--- src/rtl/multicycle_control_pkg.sv ---
// Shared definitions for the multicycle MIPS control unit: FSM state
// encodings, opcode/funct constants, ALUOp codes and ALU control codes.
package multicycle_control_pkg;

  // FSM states; the numeric values are visible on the debug state port.
  typedef enum logic [3:0] {
    S_FETCH   = 4'd0,
    S_DECODE  = 4'd1,
    S_MEMADR  = 4'd2,
    S_MEMRD   = 4'd3,
    S_MEMWB   = 4'd4,
    S_MEMWR   = 4'd5,
    S_EXECUTE = 4'd6,
    S_ALUWB   = 4'd7,
    S_BRANCH  = 4'd8,
    S_ADDIEX  = 4'd9,
    S_ADDIWB  = 4'd10,
    S_JUMP    = 4'd11
  } state_e;

  // Opcodes (instr[31:26]).
  localparam logic [5:0] OP_LW    = 6'b100011;
  localparam logic [5:0] OP_SW    = 6'b101011;
  localparam logic [5:0] OP_RTYPE = 6'b000000;
  localparam logic [5:0] OP_BEQ   = 6'b000100;
  localparam logic [5:0] OP_ADDI  = 6'b001000;
  localparam logic [5:0] OP_J     = 6'b000010;

  // R-type function codes (instr[5:0]).
  localparam logic [5:0] FUNCT_ADD = 6'b100000;
  localparam logic [5:0] FUNCT_SUB = 6'b100010;
  localparam logic [5:0] FUNCT_AND = 6'b100100;
  localparam logic [5:0] FUNCT_OR  = 6'b100101;
  localparam logic [5:0] FUNCT_SLT = 6'b101010;

  // ALUOp: internal link between the FSM output decode and the ALU decoder.
  typedef enum logic [1:0] {
    ALUOP_ADD   = 2'b00,
    ALUOP_SUB   = 2'b01,
    ALUOP_FUNCT = 2'b10,
    ALUOP_RSVD  = 2'b11
  } aluop_e;

  // ALUControl codes driven to the datapath ALU.
  localparam logic [2:0] ALU_AND = 3'b000;
  localparam logic [2:0] ALU_OR  = 3'b001;
  localparam logic [2:0] ALU_ADD = 3'b010;
  localparam logic [2:0] ALU_SUB = 3'b110;
  localparam logic [2:0] ALU_SLT = 3'b111;

  // Moore output bundle produced by the state decode.
  typedef struct packed {
    logic       iord;
    logic       ir_write;
    logic       mem_write;
    logic       reg_dst;
    logic       mem_to_reg;
    logic       reg_write;
    logic       alu_src_a;
    logic       pc_write;
    logic       branch;
    logic [1:0] alu_src_b;
    logic [1:0] pc_src;
    aluop_e     alu_op;
  } ctrl_t;

  // True for every opcode the FSM knows how to execute.
  function automatic logic is_supported_op(input logic [5:0] op);
    return (op == OP_LW)   || (op == OP_SW)   || (op == OP_RTYPE) ||
           (op == OP_BEQ)  || (op == OP_ADDI) || (op == OP_J);
  endfunction

endpackage

--- src/rtl/multicycle_control_alu_decoder.sv ---
// Combinational ALUOp/funct to ALUControl decoder. funct only matters when
// ALUOp selects R-type decoding, which happens only in EXECUTE.
module alu_decoder
  import multicycle_control_pkg::*;
(
  input  logic [1:0] alu_op,
  input  logic [5:0] funct,
  output logic [2:0] alu_control
);

  // Map ALUOp (and funct for R-type) onto the ALU operation code.
  always_comb begin
    // NOTE: every combinational output gets a default before the case so no
    // path leaves it unassigned, which would otherwise infer a latch.
    alu_control = ALU_ADD;
    case (aluop_e'(alu_op))
      ALUOP_ADD: alu_control = ALU_ADD;
      ALUOP_SUB: alu_control = ALU_SUB;
      ALUOP_FUNCT: begin
        case (funct)
          FUNCT_ADD: alu_control = ALU_ADD;
          FUNCT_SUB: alu_control = ALU_SUB;
          FUNCT_AND: alu_control = ALU_AND;
          FUNCT_OR:  alu_control = ALU_OR;
          FUNCT_SLT: alu_control = ALU_SLT;
          default:   alu_control = ALU_ADD;
        endcase
      end
      ALUOP_RSVD: alu_control = ALU_ADD;
      default:    alu_control = ALU_ADD;
    endcase
  end

endmodule

--- src/rtl/multicycle_control.sv ---
// Multicycle MIPS control unit: Moore FSM sequencing lw/sw/R-type/beq/addi/j,
// with a registered pulse flagging unsupported opcodes. Branch is exported
// raw; the PC enable is formed downstream together with the ALU Zero flag.
module multicycle_control
  import multicycle_control_pkg::*;
(
  input  logic       clk,
  input  logic       rst_n,
  input  logic [5:0] op,
  input  logic [5:0] funct,
  output logic       IorD,
  output logic       IRWrite,
  output logic       MemWrite,
  output logic       RegDst,
  output logic       MemtoReg,
  output logic       RegWrite,
  output logic       ALUSrcA,
  output logic       PCWrite,
  output logic       Branch,
  output logic [1:0] ALUSrcB,
  output logic [1:0] PCSrc,
  output logic [2:0] ALUControl,
  output logic       illegal_op,
  output logic [3:0] state
);

  state_e     state_q, state_d;
  logic       illegal_op_q, illegal_op_d;
  ctrl_t      ctrl;
  logic       state_known;
  logic [2:0] alu_control_raw;

  // State and illegal-op registers; reset returns to FETCH immediately.
  always_ff @(posedge clk or negedge rst_n) begin
    if (!rst_n) begin
      state_q      <= S_FETCH;
      illegal_op_q <= 1'b0;
    end else begin
      // NOTE: sequential state uses non-blocking assignments so every flop
      // samples the pre-edge values regardless of statement order.
      state_q      <= state_d;
      illegal_op_q <= illegal_op_d;
    end
  end

  // Next-state logic; op is consulted only in DECODE and MEMADR.
  always_comb begin
    state_d      = S_FETCH;
    illegal_op_d = 1'b0;
    case (state_q)
      S_FETCH:  state_d = S_DECODE;
      S_DECODE: begin
        case (op)
          OP_LW, OP_SW: state_d = S_MEMADR;
          OP_RTYPE:     state_d = S_EXECUTE;
          OP_BEQ:       state_d = S_BRANCH;
          OP_ADDI:      state_d = S_ADDIEX;
          OP_J:         state_d = S_JUMP;
          default:      state_d = S_FETCH;
        endcase
        illegal_op_d = !is_supported_op(op);
      end
      S_MEMADR:  state_d = (op == OP_LW) ? S_MEMRD : S_MEMWR;
      S_MEMRD:   state_d = S_MEMWB;
      S_EXECUTE: state_d = S_ALUWB;
      S_ADDIEX:  state_d = S_ADDIWB;
      S_MEMWB, S_MEMWR, S_ALUWB, S_BRANCH, S_ADDIWB, S_JUMP:
                 state_d = S_FETCH;
      default:   state_d = S_FETCH;
    endcase
  end

  // Moore output decode from the current state only; unlisted outputs stay 0.
  always_comb begin
    ctrl        = '0;
    state_known = 1'b1;
    case (state_q)
      S_FETCH: begin
        ctrl.alu_src_b = 2'b01;
        ctrl.ir_write  = 1'b1;
        ctrl.pc_write  = 1'b1;
      end
      S_DECODE: ctrl.alu_src_b = 2'b11;
      S_MEMADR: begin
        ctrl.alu_src_a = 1'b1;
        ctrl.alu_src_b = 2'b10;
      end
      S_MEMRD: ctrl.iord = 1'b1;
      S_MEMWB: begin
        ctrl.mem_to_reg = 1'b1;
        ctrl.reg_write  = 1'b1;
      end
      S_MEMWR: begin
        ctrl.iord      = 1'b1;
        ctrl.mem_write = 1'b1;
      end
      S_EXECUTE: begin
        ctrl.alu_src_a = 1'b1;
        ctrl.alu_op    = ALUOP_FUNCT;
      end
      S_ALUWB: begin
        ctrl.reg_dst   = 1'b1;
        ctrl.reg_write = 1'b1;
      end
      S_BRANCH: begin
        ctrl.alu_src_a = 1'b1;
        ctrl.alu_op    = ALUOP_SUB;
        ctrl.pc_src    = 2'b01;
        ctrl.branch    = 1'b1;
      end
      S_ADDIEX: begin
        ctrl.alu_src_a = 1'b1;
        ctrl.alu_src_b = 2'b10;
      end
      S_ADDIWB: ctrl.reg_write = 1'b1;
      S_JUMP: begin
        ctrl.pc_src   = 2'b10;
        ctrl.pc_write = 1'b1;
      end
      default: state_known = 1'b0;
    endcase
  end

  alu_decoder u_alu_decoder (
    .alu_op      (ctrl.alu_op),
    .funct       (funct),
    .alu_control (alu_control_raw)
  );

  // Unreachable encodings force every output, including ALUControl, to 0.
  assign ALUControl = state_known ? alu_control_raw : 3'b000;
  assign IorD       = ctrl.iord;
  assign IRWrite    = ctrl.ir_write;
  assign MemWrite   = ctrl.mem_write;
  assign RegDst     = ctrl.reg_dst;
  assign MemtoReg   = ctrl.mem_to_reg;
  assign RegWrite   = ctrl.reg_write;
  assign ALUSrcA    = ctrl.alu_src_a;
  assign PCWrite    = ctrl.pc_write;
  assign Branch     = ctrl.branch;
  assign ALUSrcB    = ctrl.alu_src_b;
  assign PCSrc      = ctrl.pc_src;
  assign illegal_op = illegal_op_q;
  assign state      = state_q;

endmodule
--- config.mk ---
export PLATFORM = sky130hd
export DESIGN_NAME = multicycle_control
export DESIGN_NICKNAME = d
export VERILOG_FILES = /design/src/rtl/multicycle_control_pkg.sv /design/src/rtl/multicycle_control_alu_decoder.sv /design/src/rtl/multicycle_control.sv
export SDC_FILE = /design/constraint.sdc
export NUM_CORES = 1
export LEC_CHECK = 0
export ABC_AREA = 1
export BUFFER_PORTS_ARGS = -buffer_cell sky130_fd_sc_hd__buf_4
export CORE_MARGIN = 3
export CORE_UTILIZATION = 40
export DETAILED_ROUTE_END_ITERATION = 16
export PLACE_DENSITY = 0.72
export SLEW_MARGIN = 0
export SYNTH_ARGS = -nofsm -noshare
export SYNTH_HDL_FRONTEND = slang
export SYNTH_HIERARCHICAL = 1
export SYNTH_SLANG_ARGS = --single-unit
--- constraint.sdc ---
create_clock -name clk -period 2.15 [get_ports clk]
set_input_delay 0.43 -clock clk [delete_from_list [all_inputs] [get_ports clk]]
set_output_delay 0.43 -clock clk [all_outputs]
set_load 0.02 [all_outputs]
======== After elaboration in Yosys (flattened, before gate mapping) ========
Cells that the tools add are included.
storage, ports and cells
  memories ................................ 0
  flip-flop bits (word level) ............. 5
  RAM bits ................................ 0
  bits in read-only memories .............. 0
  latch bits .............................. 0
  output and inout port bits .............. 21
  logic and storage cells ................. 62
  bits of input ports ..................... 14
cells by class
  order comparisons ....................... 0
  $add $sub $neg .......................... 0
  reduce and logical (&&, ||, !) cells .... 17
  multiply operators ...................... 0
  muxes and demuxes ....................... 20
  shift operators ......................... 0
  div/mod/pow operators ................... 0
  bitwise gates (word level) .............. 0
  equal/unequal tests ..................... 23
operator list
  cell                                                  number
  equality test 6 bit (second input constant)           6
  one-hot mux 4 bit (6 select lines)                    1
  one-hot mux 4 bit (5 select lines)                    1
  equality test 4 x 3 -> 1 bit (second input constant)  4
  equality test 4 bit (second input constant)           4
  one-hot mux 3 bit (4 select lines)                    1
  OR reduction 12 bit                                   1
  two-way mux 1 bit                                     11
  OR reduction 2 bit                                    5
  one-hot mux 3 bit (3 select lines)                    1
  equality test 4 x 2 -> 1 bit (second input constant)  2
  one-hot mux 2 bit (2 select lines)                    2
  equality test 6 x 2 -> 1 bit (second input constant)  1
  equality test 6 x 3 -> 1 bit (second input constant)  1
  equality test 6 x 4 -> 1 bit (second input constant)  1
  logical NOT 6 bit                                     1
  two-way mux 3 bit                                     2
  one-hot mux 2 bit (3 select lines)                    1
  logical OR 1 bit                                      5
  equality test 2 bit (second input constant)           2
  equality test 4 x 1 -> 1 bit (second input constant)  1
  logical NOT 4 bit                                     1
  OR reduction 4 bit                                    1
  OR reduction 3 bit                                    1
  3 further kinds                                       3

======== Longest topological paths before layout ========
  depth in word-level cells ............... 8
  gate-level depth with buffers ........... 11
  mapped depth without buffers ............ 11

======== Cells and area by module ========
The synthesis kept the hierarchy.
by module, submodules not included
  module              instances  seq. area each (µm²)  cells each  area each (µm²)
  multicycle_control  1          125.1                 96          538.0
  alu_decoder         1          0.0                   25          136.4

======== Worst setup path after synthesis ========
No wires, ideal clock.
  path kind ............................... reg-to-output
  start point ............................. register state_q[3] (netlist: state[3])
  end point ............................... output port ALUControl[2]
  slack ................................... -0.192 ns
  cell stages (with the launch flop) ...... 9
  arrival ................................. 1.912 ns
  data required time ...................... 1.720 ns
  path buffers ............................ 0
  cells stage by stage .................... dfrtp_1 -> inv_2 -> nor2_2 -> inv_2 -> nor2_1 -> inv_1 -> ha_1 -> o21ai_0 -> a21boi_0
RTL lines
  element                   RTL line                  text
  start: declaration        multicycle_control.sv:27  state_e state_q, state_d;
  start signal: assignment  multicycle_control.sv:41  state_q <= state_d;
  end: declaration          multicycle_control.sv:22  output logic [2:0] ALUControl,

==> summary.md <==
| Metric | Value |
|---|---|
| Die area | `2215 sq um` |
| Share of layout cells above drive strength 1 | `51.18%` |
| Minimum clock period | `2.138 ns` |
| Fillers | `~130` |
| TritonCTS clock tree | `done` |
| Detailed placement HPWL | `1.456 mm` |
| Final setup violation count | `0` |
| Die width | `47.06 microns` |
| Ports | `35` |
| Critical Path RT | `1.72 ns` |
| Initial DRC Count | `13` |
| Post-route non-filler standard cell count | `186` |
| Clock Latency Late Sink | `0.24 ns` |
| Synth top area cells | `dfrtp_1, nor2_1, nand2_1, inv_1, nand3_1` |
| R2r setup slk | `0.89 ns` |
| Drt pass-1 iters | `4` |
| Worst Skew | `0.004594 ns` |
| Wl on met1 | `847 microns` |
| Largest net degree at the start of global routing | `7` |
| Height of the die | `47.06 microns` |
| Post-synth top cells | `nor2_1, nand2_1, inv_1` |
| Top routing layer used | `met4` |
| Initial antenna violation count | `0` |
| Routed wl met3 | `about 150 microns` |
| DRC violations left | `0` |
| Post-placement cell area | `949.7 sq um` |
| Worst Max-Slew Pin Slew | `0.2897 ns` |
| Static leakage | `0.6183 nW` |
| TritonCTS Sinks | `5` |
| Grt total ovfl | `0` |
| Vias in the first global route | `around 860` |
| EDFF count, synth | `0` |
| Yosys warns | `6` |
| Flops & latches, synth | `5` |
| Cell taking the most area after synthesis | `dfrtp_1` |
| Top FF cell, synth | `dfrtp_1` |
| Fmax | `0.4677 GHz` |
| Total of max-cap violations | `0` |
| Reg2reg start | `state[3]` |
| CP Class | `flip-flop to output port` |
| Most common cell in the netlist | `nor2_1` |
| Clock transition at the registers of the reported paths | `0.05 ns` |
| Mapped Area | `a little under 700 sq um` |
| First-pass GRT wire length | `3.477 mm` |
| Sequential area share after synthesis | `18.55%` |
| Final period util | `99.46%` |
| Status | `completed` |
| Post-Syn Instances | `121` |
| GRT Overall Usage | `21.70%` |
| Area delta synth->final | `68.65%` |
| Crit path max fanout | `4` |
| Syn nets | `~140` |
| Placed insts | `171` |
| Worst Hold Class | `input pin to async pin` |
| Gpl congestion | `between 0.8 and 0.9` |
| Final Hold Fails | `0` |
| Synth unique cells | `15` |
| CP startpoint kind | `flip-flop` |
| Utilization after layout | `73.78%` |
| Vias per cell | `4.806` |
| Slew headroom | `between 80% and 90%` |
| Worst reg-to-reg path cell count | `6` |
| Cts bufs inserted | `3` |
| Setup crit end kind | `output port` |
| # port buffers | `34` |
| Core box area | `1541 sq um` |
| RR Endpoint | `state[2]` |
| Mapped Avg Cell Area | `5.574 sq um` |
| RSZ-0062 raised after global routing | `true` |
| Wire per inst | `11.34 microns` |
| DRT Wirelength | `about 2.1 mm` |
| Met2 wire len | `1.071 mm` |
| Peak supply drop | `0.0006253 V` |
| Pwr Density | `776.6 nW/um^2` |
| Diodes inserted | `0` |
| Starting Density | `43.75%` |
| Final Cell Area | `1137 sq um` |
| Fin nets | `187` |
| Row cnt | `14` |
| Total number of vias | `between 800 and 900` |
| CP arrival | `1.71 ns` |
| Root buffer cell | `clkbuf_4` |
| H-tree depth | `1` |
| FFs w/ async S/R, synth | `between 90% and 100%` |
| Synth top area share | `between 10% and 20%` |
| Remaining antenna violation count | `0` |
| CTS max path bufs | `2` |
| Fin. max-slew vios | `0` |
==> state kept, by name, summed over array words and instances, names as in the netlist <==
name	count
illegal_op	1
state	4
==> how the worst max path moves through the flow <==
stage | startpoint | to | slack (ns) | depth (start not counted)
5_1_grt | state[0] | ALUControl[2] | -0.10 | 10
3_5_place_dp | state[1] | ALUControl[2] | 0.09 | 8
4_1_cts | state[0] | ALUControl[0] | 0.008 | 12
6_report | state[3] | ALUControl[2] | 0.01 | 9
3_3_place_gp | state[1] | ALUControl[2] | 0.12 | 8
2_1_floorplan | state[3] | ALUControl[2] | -0.06 | 8
==> metrics by stage <==
step | hold slack (ns) | TNS, ns | setup WS [ns] | power, mW
final | 0.5336 | 0 | 0.01167 | 0.8833
after global routing | 0.5591 | -0.2452 | -0.1028 | 0.9570
after CTS | 0.5090 | 0 | 0.008118 | 0.8580
after detailed placement | 0.2336 | 0 | 0.09141 | 0.6865
after global placement | 0.2314 | 0 | 0.1173 | 0.6811
after floorplan | 0.1344 | -0.06024 | -0.06024 | 0.4833
==> cells in the final DEF (no fill, tap or decap), drive strengths merged <==
master / count
nor2: 36
buf: 48
clkbuf: 4
dfrtp: 5
o21ai: 6
nand3: 12
a21boi: 3
a21oi: 1
ha: 2
nand2: 23
inv: 27
dlygate4sd3: 1
nand4: 2
==> critical path, cell delays in order, from the launching register on <==
cell      delay, ns
dfrtp_2        0.40
inv_2          0.07
nor2_2         0.11
inv_2          0.06
nor2_4         0.11
inv_2          0.05
ha_4           0.24
o21ai_2        0.12
a21boi_2       0.18
buf_6          0.13
==> metal layers <==
| layer | track usage, % | up-vias |
|---|---|---|
| met4 | 4.972 | 0 |
| met2 | 40.38 | 37 |
| met1 | 23.91 | 390 |
| met3 | 6.513 | 6 |
| li1 | - | 461 |
| met5 | 0 | - |
==> layout make-up <==
type,instances,area [sq um],share of cell area [%]
Inverter,27,101.3,8.911
Tap cell,16,20.02,1.760
Sequential cell,5,130.1,11.44
Timing Repair Buffer,49,381.6,33.55
Clock buffer,4,26.28,2.310
Multi-Input combinational cell,85,478.0,42.02
==> where the power goes <==
part	internal, mW	leakage (nW)	switching (mW)
Sequential	0.125	0.0596	0.0277
Combinational	0.259	0.544	0.363
Clock	0.0702	0.0150	0.0390
Total	0.454	0.618	0.429
==> repair_timing <==
action,CTS,global route
gates resized for setup,18,10
endpoints found under the setup margin,3,3
hold buffers,1,0
pin swaps,6,4
hold endpoints to repair,5,0
setup buffers,8,2
==> cells by family (layout without fill, tap and decap cells) <==
family | count (synthesis) | in the layout | share of synthesized area (%)
compound gates | 10 | 10 | 9.091
fa+ha+maj | 2 | 2 | 3.710
buf+inv | 31 | 80 | 19.48
flops | 5 | 5 | 18.55
simple gates | 73 | 73 | 49.17
(Power assumes the default switching activity.)
